**src/rtl/ifft_reorder.sv**
```systemverilog
// rtl/ifft_reorder.sv - ping-pong frame buffer replaying N-sample frames in natural or bit-reversed order
module ifft_reorder #(
    parameter int W    = 28,
    parameter int LOGN = 5
) (
    input  logic         clk,
    input  logic         rst,
    input  logic         pushin,
    input  logic [W-1:0] dir,
    input  logic [W-1:0] dii,
    input  logic         brev,
    input  logic         conj,
    output logic         pushout,
    output logic [W-1:0] dor,
    output logic [W-1:0] doi
);
    localparam int N = 1 << LOGN;

    typedef enum logic [1:0] {EMPTY, FILLING, DRAINING} bank_t;
    typedef enum logic {IDLE, DRAIN} rd_t;

    logic [2*W-1:0]  mem [0:2*N-1];
    bank_t           bstate [2];
    logic [1:0]      mbrev;
    logic [1:0]      mconj;
    logic [LOGN-1:0] wcnt;
    logic [LOGN-1:0] rcnt;
    logic            wsel;
    logic            rsel;
    rd_t             rstate;

    logic [LOGN-1:0] raddr;
    logic [2*W-1:0]  rword;
    logic [W-1:0]    rre;
    logic [W-1:0]    rim;
    logic [W-1:0]    rneg;

    function automatic logic [LOGN-1:0] bitrev(input logic [LOGN-1:0] a);
        logic [LOGN-1:0] r;
        r = '0;
        for (int i = 0; i < LOGN; i++) r[i] = a[LOGN-1-i];
        return r;
    endfunction

    always_comb begin
        raddr = mbrev[rsel] ? bitrev(rcnt) : rcnt;
        rword = mem[{rsel, raddr}];
        rre   = rword[2*W-1:W];
        rim   = rword[W-1:0];
        // the most negative value has no positive counterpart, so clamp it
        if (rim == {1'b1, {(W-1){1'b0}}})
            rneg = {1'b0, {(W-1){1'b1}}};
        else
            rneg = ~rim + {{(W-1){1'b0}}, 1'b1};
    end

    always_ff @(posedge clk) begin
        if (pushin) mem[{wsel, wcnt}] <= {dir, dii};
    end

    always_ff @(posedge clk or negedge rst) begin
        if (!rst) begin
            pushout   <= 1'b0;
            dor       <= '0;
            doi       <= '0;
            wcnt      <= '0;
            rcnt      <= '0;
            wsel      <= 1'b0;
            rsel      <= 1'b0;
            rstate    <= IDLE;
            bstate[0] <= EMPTY;
            bstate[1] <= EMPTY;
            mbrev     <= '0;
            mconj     <= '0;
        end else begin
            case (rstate)
                IDLE: begin
                    pushout <= 1'b0;
                    rcnt    <= '0;
                    if (bstate[~wsel] == DRAINING) begin
                        rsel   <= ~wsel;
                        rstate <= DRAIN;
                    end
                end
                DRAIN: begin
                    pushout <= 1'b1;
                    dor     <= rre;
                    doi     <= mconj[rsel] ? rneg : rim;
                    rcnt    <= rcnt + LOGN'(1);
                    if (&rcnt) begin
                        bstate[rsel] <= EMPTY;
                        if (bstate[~rsel] == DRAINING)
                            rsel <= ~rsel;
                        else
                            rstate <= IDLE;
                    end
                end
                default: rstate <= IDLE;
            endcase

            // write side last so a new frame starting on a drain's final edge claims the bank
            if (pushin) begin
                wcnt <= wcnt + LOGN'(1);
                if (wcnt == '0) begin
                    bstate[wsel] <= FILLING;
                    mbrev[wsel]  <= brev;
                    mconj[wsel]  <= conj;
                end
                if (&wcnt) begin
                    bstate[wsel] <= DRAINING;
                    wsel         <= ~wsel;
                end
            end
        end
    end
endmodule
```
**config.mk**
```make
export PLATFORM = sky130hd
export DESIGN_NAME = ifft_reorder
export DESIGN_NICKNAME = d
export VERILOG_FILES = /design/src/rtl/ifft_reorder.sv
export SDC_FILE = /design/constraint.sdc
export NUM_CORES = 2
export LEC_CHECK = 0
export ABC_AREA = 1
export ABC_CLOCK_PERIOD_IN_PS = 4100
export BUFFER_PORTS_ARGS = -buffer_cell sky130_fd_sc_hd__buf_2
export CAP_MARGIN = 20
export CORE_MARGIN = 5
export CORE_UTILIZATION = 49
export CTS_CLUSTER_SIZE = 8
export DETAILED_ROUTE_END_ITERATION = 7
export PLACE_DENSITY_LB_ADDON = 0.12
export SLEW_MARGIN = 20
export SYNTH_ARGS = -nofsm -noshare
export SYNTH_HDL_FRONTEND = slang
export SYNTH_SLANG_ARGS = --single-unit
```
**constraint.sdc**
```tcl
create_clock -name clk -period 4.1 [get_ports clk]
set_input_delay 0.41 -clock clk [delete_from_list [all_inputs] [get_ports clk]]
set_output_delay 0.41 -clock clk [all_outputs]
set_load 0.02 [all_outputs]
```
# ---- Yosys cells after proc, flatten, opt, wreduce, memory -nomap -nowiden
# Memories as Yosys holds them, arrays and structs flattened.
# Index checks and enable logic that the tools add are counted.
dict set report word_totals {
  reg_bits 78
  ramBits 3584
  in_bits 61
  wordCells 95
  mem_count 1
}
# memory words width rd rd_ports_with_merged_regs write_ports line
set mem_list {}
lappend mem_list {mem 64 56 1 0 1 22} ;# logic [2*W-1:0] mem [0:2*N-1];
dict set report classes {
  addsub 3
  n_lt_le_gt_ge 9
  eq_ne 6
  muxes 39
  n_bitwise 16
  reduce_logical 9
}
# op count
set op_table {}
lappend op_table {{$mux W28} 2}
lappend op_table {{$add A28 B1 Y28 const B} 1}
lappend op_table {{$eq A28 B28 Y1 const B} 1}
lappend op_table {{$not A28 Y28} 1}
lappend op_table {{$mux W4} 6}
lappend op_table {{$mux W2} 8}
lappend op_table {{$mux W1} 13}
lappend op_table {{$add A5 B1 Y5 const B} 2}
lappend op_table {{$pmux W5 S2} 1}
lappend op_table {{$reduce_and A5 Y1} 2}
lappend op_table {{$ge A2 B2 Y1 const B} 4}
lappend op_table {{$not A1 Y2} 4}
lappend op_table {{$pmux W1 S2} 3}
lappend op_table {{$reduce_and A6 Y1} 1}
lappend op_table {{$logic_not A5 Y1} 1}
lappend op_table {{$mux W5} 1}
lappend op_table {{$and A2 B2 Y2} 2}
lappend op_table {{$and A4 B4 Y4} 1}
lappend op_table {{$bwmux W2} 2}
lappend op_table {{$demux W2 S1} 2}
lappend op_table {{$eq A2 B2 Y1 const B} 2}
lappend op_table {{$lt A1 B2 Y1 const B} 2}
lappend op_table {{$lt A2 B1 Y1 const B} 2}
lappend op_table {{$ne A2 B1 Y1 const B} 2}
lappend op_table {{other kinds (10)} 16}

# ---- Longest topological paths before layout
dict set report depth {
  ltp_word 15
  depth_mapped 28
  mapped_depth_nobuf 24
}

# ---- Least setup slack after synthesis
# OpenSTA, ideal clock, no wires.
dict set report synth_path {
  kind {register -> register}
  start {reg wsel}
  end {mem mem[22][0] (netlist bit), enable pin}
  t_arrival_ns 3.304
  required_ns 3.630
  setup_slack_ns 0.326
  stages_incl_launch_ff 5
  path_buffers 1
  synth_period_minus_slack_ns 3.774
  path_cell_list {dfrtp_1 clkbuf_1 inv_1 nand3_1 nor2_1}
}
# element line
set synth_lines {}
lappend synth_lines {{start: declaration} 28} ;# logic wsel;
lappend synth_lines {{start signal: assignment} 111} ;# wsel <= ~wsel;
lappend synth_lines {{end: declaration} 22}
# Straight into the memory's write port.

# ---- Worst setup path in the final report
dict set report layout_path {
  start {reg rsel}
  end {reg doi[6]}
}
dict set report layout_between {
  elab_chain_len 8
}
# element line
set layout_lines {}
lappend layout_lines {{start: declaration} 29} ;# logic rsel;
lappend layout_lines {{start signal: assignment} 81} ;# rsel <= ~wsel;
lappend layout_lines {{start signal: assignment} 93} ;# rsel <= ~rsel;
lappend layout_lines {{$mux W1 (not written as such) (2 in a row)} 46} ;# raddr = mbrev[rsel] ? bitrev(rcnt) : rcnt;
lappend layout_lines {{$mux W5} 46}
lappend layout_lines {{$mem_v2 Z64 W56} n/a}
lappend layout_lines {{$not A28 Y28} 54} ;# rneg = ~rim + {{(W-1){1'b0}}, 1'b1};
lappend layout_lines {{$add A28 B1 Y28} 54}
lappend layout_lines {{$mux W28} 51} ;# if (rim == {1'b1, {(W-1){1'b0}}})
lappend layout_lines {{$mux W28 *} 88} ;# doi <= mconj[rsel] ? rneg : rim;
lappend layout_lines {{end signal: assignment} 88}
lappend layout_lines {{end: declaration} 15} ;# output logic [W-1:0] doi
# Every way passes the cells marked *; elsewhere a longest branch is shown, timed or not. The select of a mux whose other input is x is not followed.
# A chain may end at the register's enable or synchronous reset.

==> impl_metrics.tcl <==
set metrics [dict create \
    status "finished with violations" \
    violations "hold timing" \
    syn2layout_area_growth_pct 15.2 \
    insertion_delay_ps 1020 \
    fillers 24115 \
    fp.dieArea_sq_um 312000 \
    gp_congestion 0.879 \
    seqPwrFrac_pct 28.6 \
    h-tree-depth 6 \
    cts_tree "done" \
    holdCritPathClass "input pin to async pin" \
    swShare_pct 42.6 \
    start_util_pct 49.2 \
    drive_gt1_share_pct 10.2 \
    maxCapViolCount 0 \
    coreArea_sq_um 300000 \
    r2r_slack_ps 140 \
    cts.sink_count 3662 \
    fp-row-count 201 \
    avgRoutedWirePerCell_um 30.1 \
    synth_xor_area_share_pct 0.0951 \
    synthSimpleGateAreaFrac_pct 14.8 \
    yosys_register_bits 3662 \
    maxSlewHeadroom_pct 22.1 \
    setup_violations 0 \
    p_int_mw 87.5 \
    post-dp-hpwl_mm 251 \
    reg2reg_depth 22 \
    grt_pass1_wl_mm 700 \
    tightest_slew_ps 1170 \
    syn_nets 12104 \
    clock-root-buffer "clkbuf_16" \
    pwr-share-clk_pct 25.6 \
    io_buffer_count 117 \
    synthMuxAreaShare_pct 0.00764 \
    slew_viol_final 0 \
    power.leakage_nw 59.0 \
    antenna_found_initial 34 \
    crit_type "register to register" \
    worstPathMaxFanout 39 \
    grt_use_total_pct 31.1 \
    synth_cells 12037 \
    startpoint_type "register" \
    seq_area_frac_synth_pct 74.3 \
    die_y_um 558 \
    drt-vias-per-instance 6.20 \
    cp-end-kind "register" \
    powerDensity_nw_per_um2 897 \
    hold-worst-slack_ps -8.81 \
    max-vdd-ir-drop_v 0.000788 \
    drc 0 \
    path_clk_slew_ps 50 \
    mappedNetlistArea_sq_um 147000 \
    multi_input_area_sq_um 33200 \
    cp.required_ps 5010 \
    vias 101941 \
    ant_nets 0 \
    cts_buffers 528 \
    grt_max_degree 118 \
    finalWirelength_mm 495 \
    synth.yosys.warnings 0 \
    cts_max_path_buffers 4 \
    combPwrFrac_pct 45.8 \
    fin_crit_sh_pct 96.5 \
    synth_compound_area_share_pct 7.19 \
    min_period_ps 3960 \
    synth_top_family_by_area "simple AND/OR/NAND/NOR gates" \
    max_freq_ghz 0.253 \
    layout.cells.most_common "edfxtp_1" \
    post_dp_cell_area_sq_um 155000 \
    tns_ps 0 \
    switching_power_mw 64.9 \
    synth_cell_types 38 \
    hold_viol_final 2 \
    final_nets 12399 \
    final_cell_area_sq_um 170000 \
    cp.arrival_ps 4870 \
    first_global_vias 96522 \
    fin_worst_skew_ps 57.4 \
    synth_fa_ha_area_share_pct 0.0509 \
    grt_overflow 0 \
    io_pins 118 \
    drt_iter0_drc 14090 \
    layout.cells.most_common_list "edfxtp_1, nand2_1, nand3_1, nor2_1, o21ai_0" \
    syn_avg_cell_area_sq_um 12.2 \
    seqCellArea_sq_um 110000 \
    rsz0062_at_grt "false" \
    die_x_um 558 \
    drt_first_pass_iters 6 \
]
-- synthesized netlist by cell type, drive strengths merged --
library cell,count,area share [%]
buf,393,1.5
xor2,14,0.083
nand3,1554,5.3
edfxtp,3584,73
o22ai,597,2.5
dfrtp,78,1.3
clkbuf,415,1.1
o221ai,14,0.083
o21ai,1287,4.4
o21bai,4,0.020
nor2,1385,3.5
nor3,4,0.014
nand3b,7,0.036
or2,2,0.0085
o211ai,11,0.056
o21a,1,0.0051
ha,6,0.051
a21oi,23,0.10
inv,345,0.88
nand4,7,0.030
nand2,2302,5.9
xnor2,2,0.012
or3b,1,0.0059
mux2,1,0.0076
-- power by group through the flow --
| stage | Sequential, mW | Clock [mW] | Combinational, mW |
|---|---|---|---|
| final | 43.6 | 39.0 | 69.8 |
| after global routing | 43.6 | 41.2 | 75.6 |
| after CTS | 43.6 | 39.4 | 68.9 |
| after detailed placement | 44.3 | 0 | 68.6 |
| after global placement | 44.2 | 0 | 68.0 |
| after floorplan | 44.2 | 0 | 42.6 |
-- flip-flops by register name, indices dropped and copies added, names as in the netlist --
name     flops
mem       3584
doi         28
dor         28
rcnt         5
wcnt         5
bstate       4
mbrev        2
mconj        2
pushout      1
rsel         1
rstate       1
wsel         1
-- cell families after synthesis --
logic type / after synthesis
buffers and inverters: 1153
DFF: 3662
and+or+nand+nor: 5262
adders and majority gates: 6
muxes: 1
AOI/OAI and AO/OA: 1937
xor gates and xnor gates: 16
-- path summary, 6_finish.rpt --
path / start / endpoint
worst max-delay path: rsel / doi[6]
worst min-delay path: rst / dor[3]
worst max register to register: rsel / doi[6]
worst min register to register: dor[5] / dor[5]
max in group asynchronous: rst / doi[6]
min in group clk: dii[2] / mem[29][2]
-- metrics by stage --
stage | power, mW | worst slack, ps | util (%) | std cells | hold WS, ps
2_1_floorplan | 86.9 | 326 | - | 12037 | 114
3_3_place_gp | 112 | 159 | 51.7 | 15739 | 460
3_5_place_dp | 113 | 129 | 51.7 | 15739 | 468
4_1_cts | 152 | 120 | 56.6 | 16430 | 11.5
5_1_grt | 160 | 0.527 | 56.7 | 16454 | 7.13
6_report | 152 | 142 | 56.7 | 16455 | -8.81
-- worst max-delay path: stages, from the launching register on --
cell and delay [ps]:
dfrtp_4 510, nand2_2 140, nand3_2 150, nand2_8 290
buf_12 300, buf_4 230, nand2_1 70, nand3_1 80
nand3_1 170, nand3_1 180, nand3_1 90, nand3_1 120
nand2_1 290, nor2_2 240, nand2_1 110, nor2_2 150
nand3_2 120, nor2_2 150, nor2_4 60, buf_12 200
nand2_2 70, o21ai_1 80, inv_2 80
-- per-layer routing --
layer,part of all wire [%],GRT usage [%],vias up
li1,-,-,43770
met1,39,43.2,51117
met2,46,48.5,5910
met3,10,5.71,1138
met4,5.0,13.6,6
met5,0.0071,0,-
-- layout make-up --
| cell class | count | area share [%] |
|---|---|---|
| Timing Repair Buffer | 573 | 3.68 |
| Sequential cell | 3662 | 64.5 |
| Clock buffer | 636 | 8.10 |
| Antenna cell | 8 | 0.0118 |
| Tap cell | 3958 | 2.92 |
| Multi-Input combinational cell | 7222 | 19.6 |
| Clock inverter | 51 | 0.424 |
| Inverter | 345 | 0.782 |
-- what timing repair did --
action / in CTS / in global routing
hold endpoints to repair: 48 / 597
resized for setup: 0 / 5
hold buffers: 4 / 16
buffers inserted: 0 / 0
setup endpoints to repair: 0 / 12
Power figures use the tool's default switching activity.
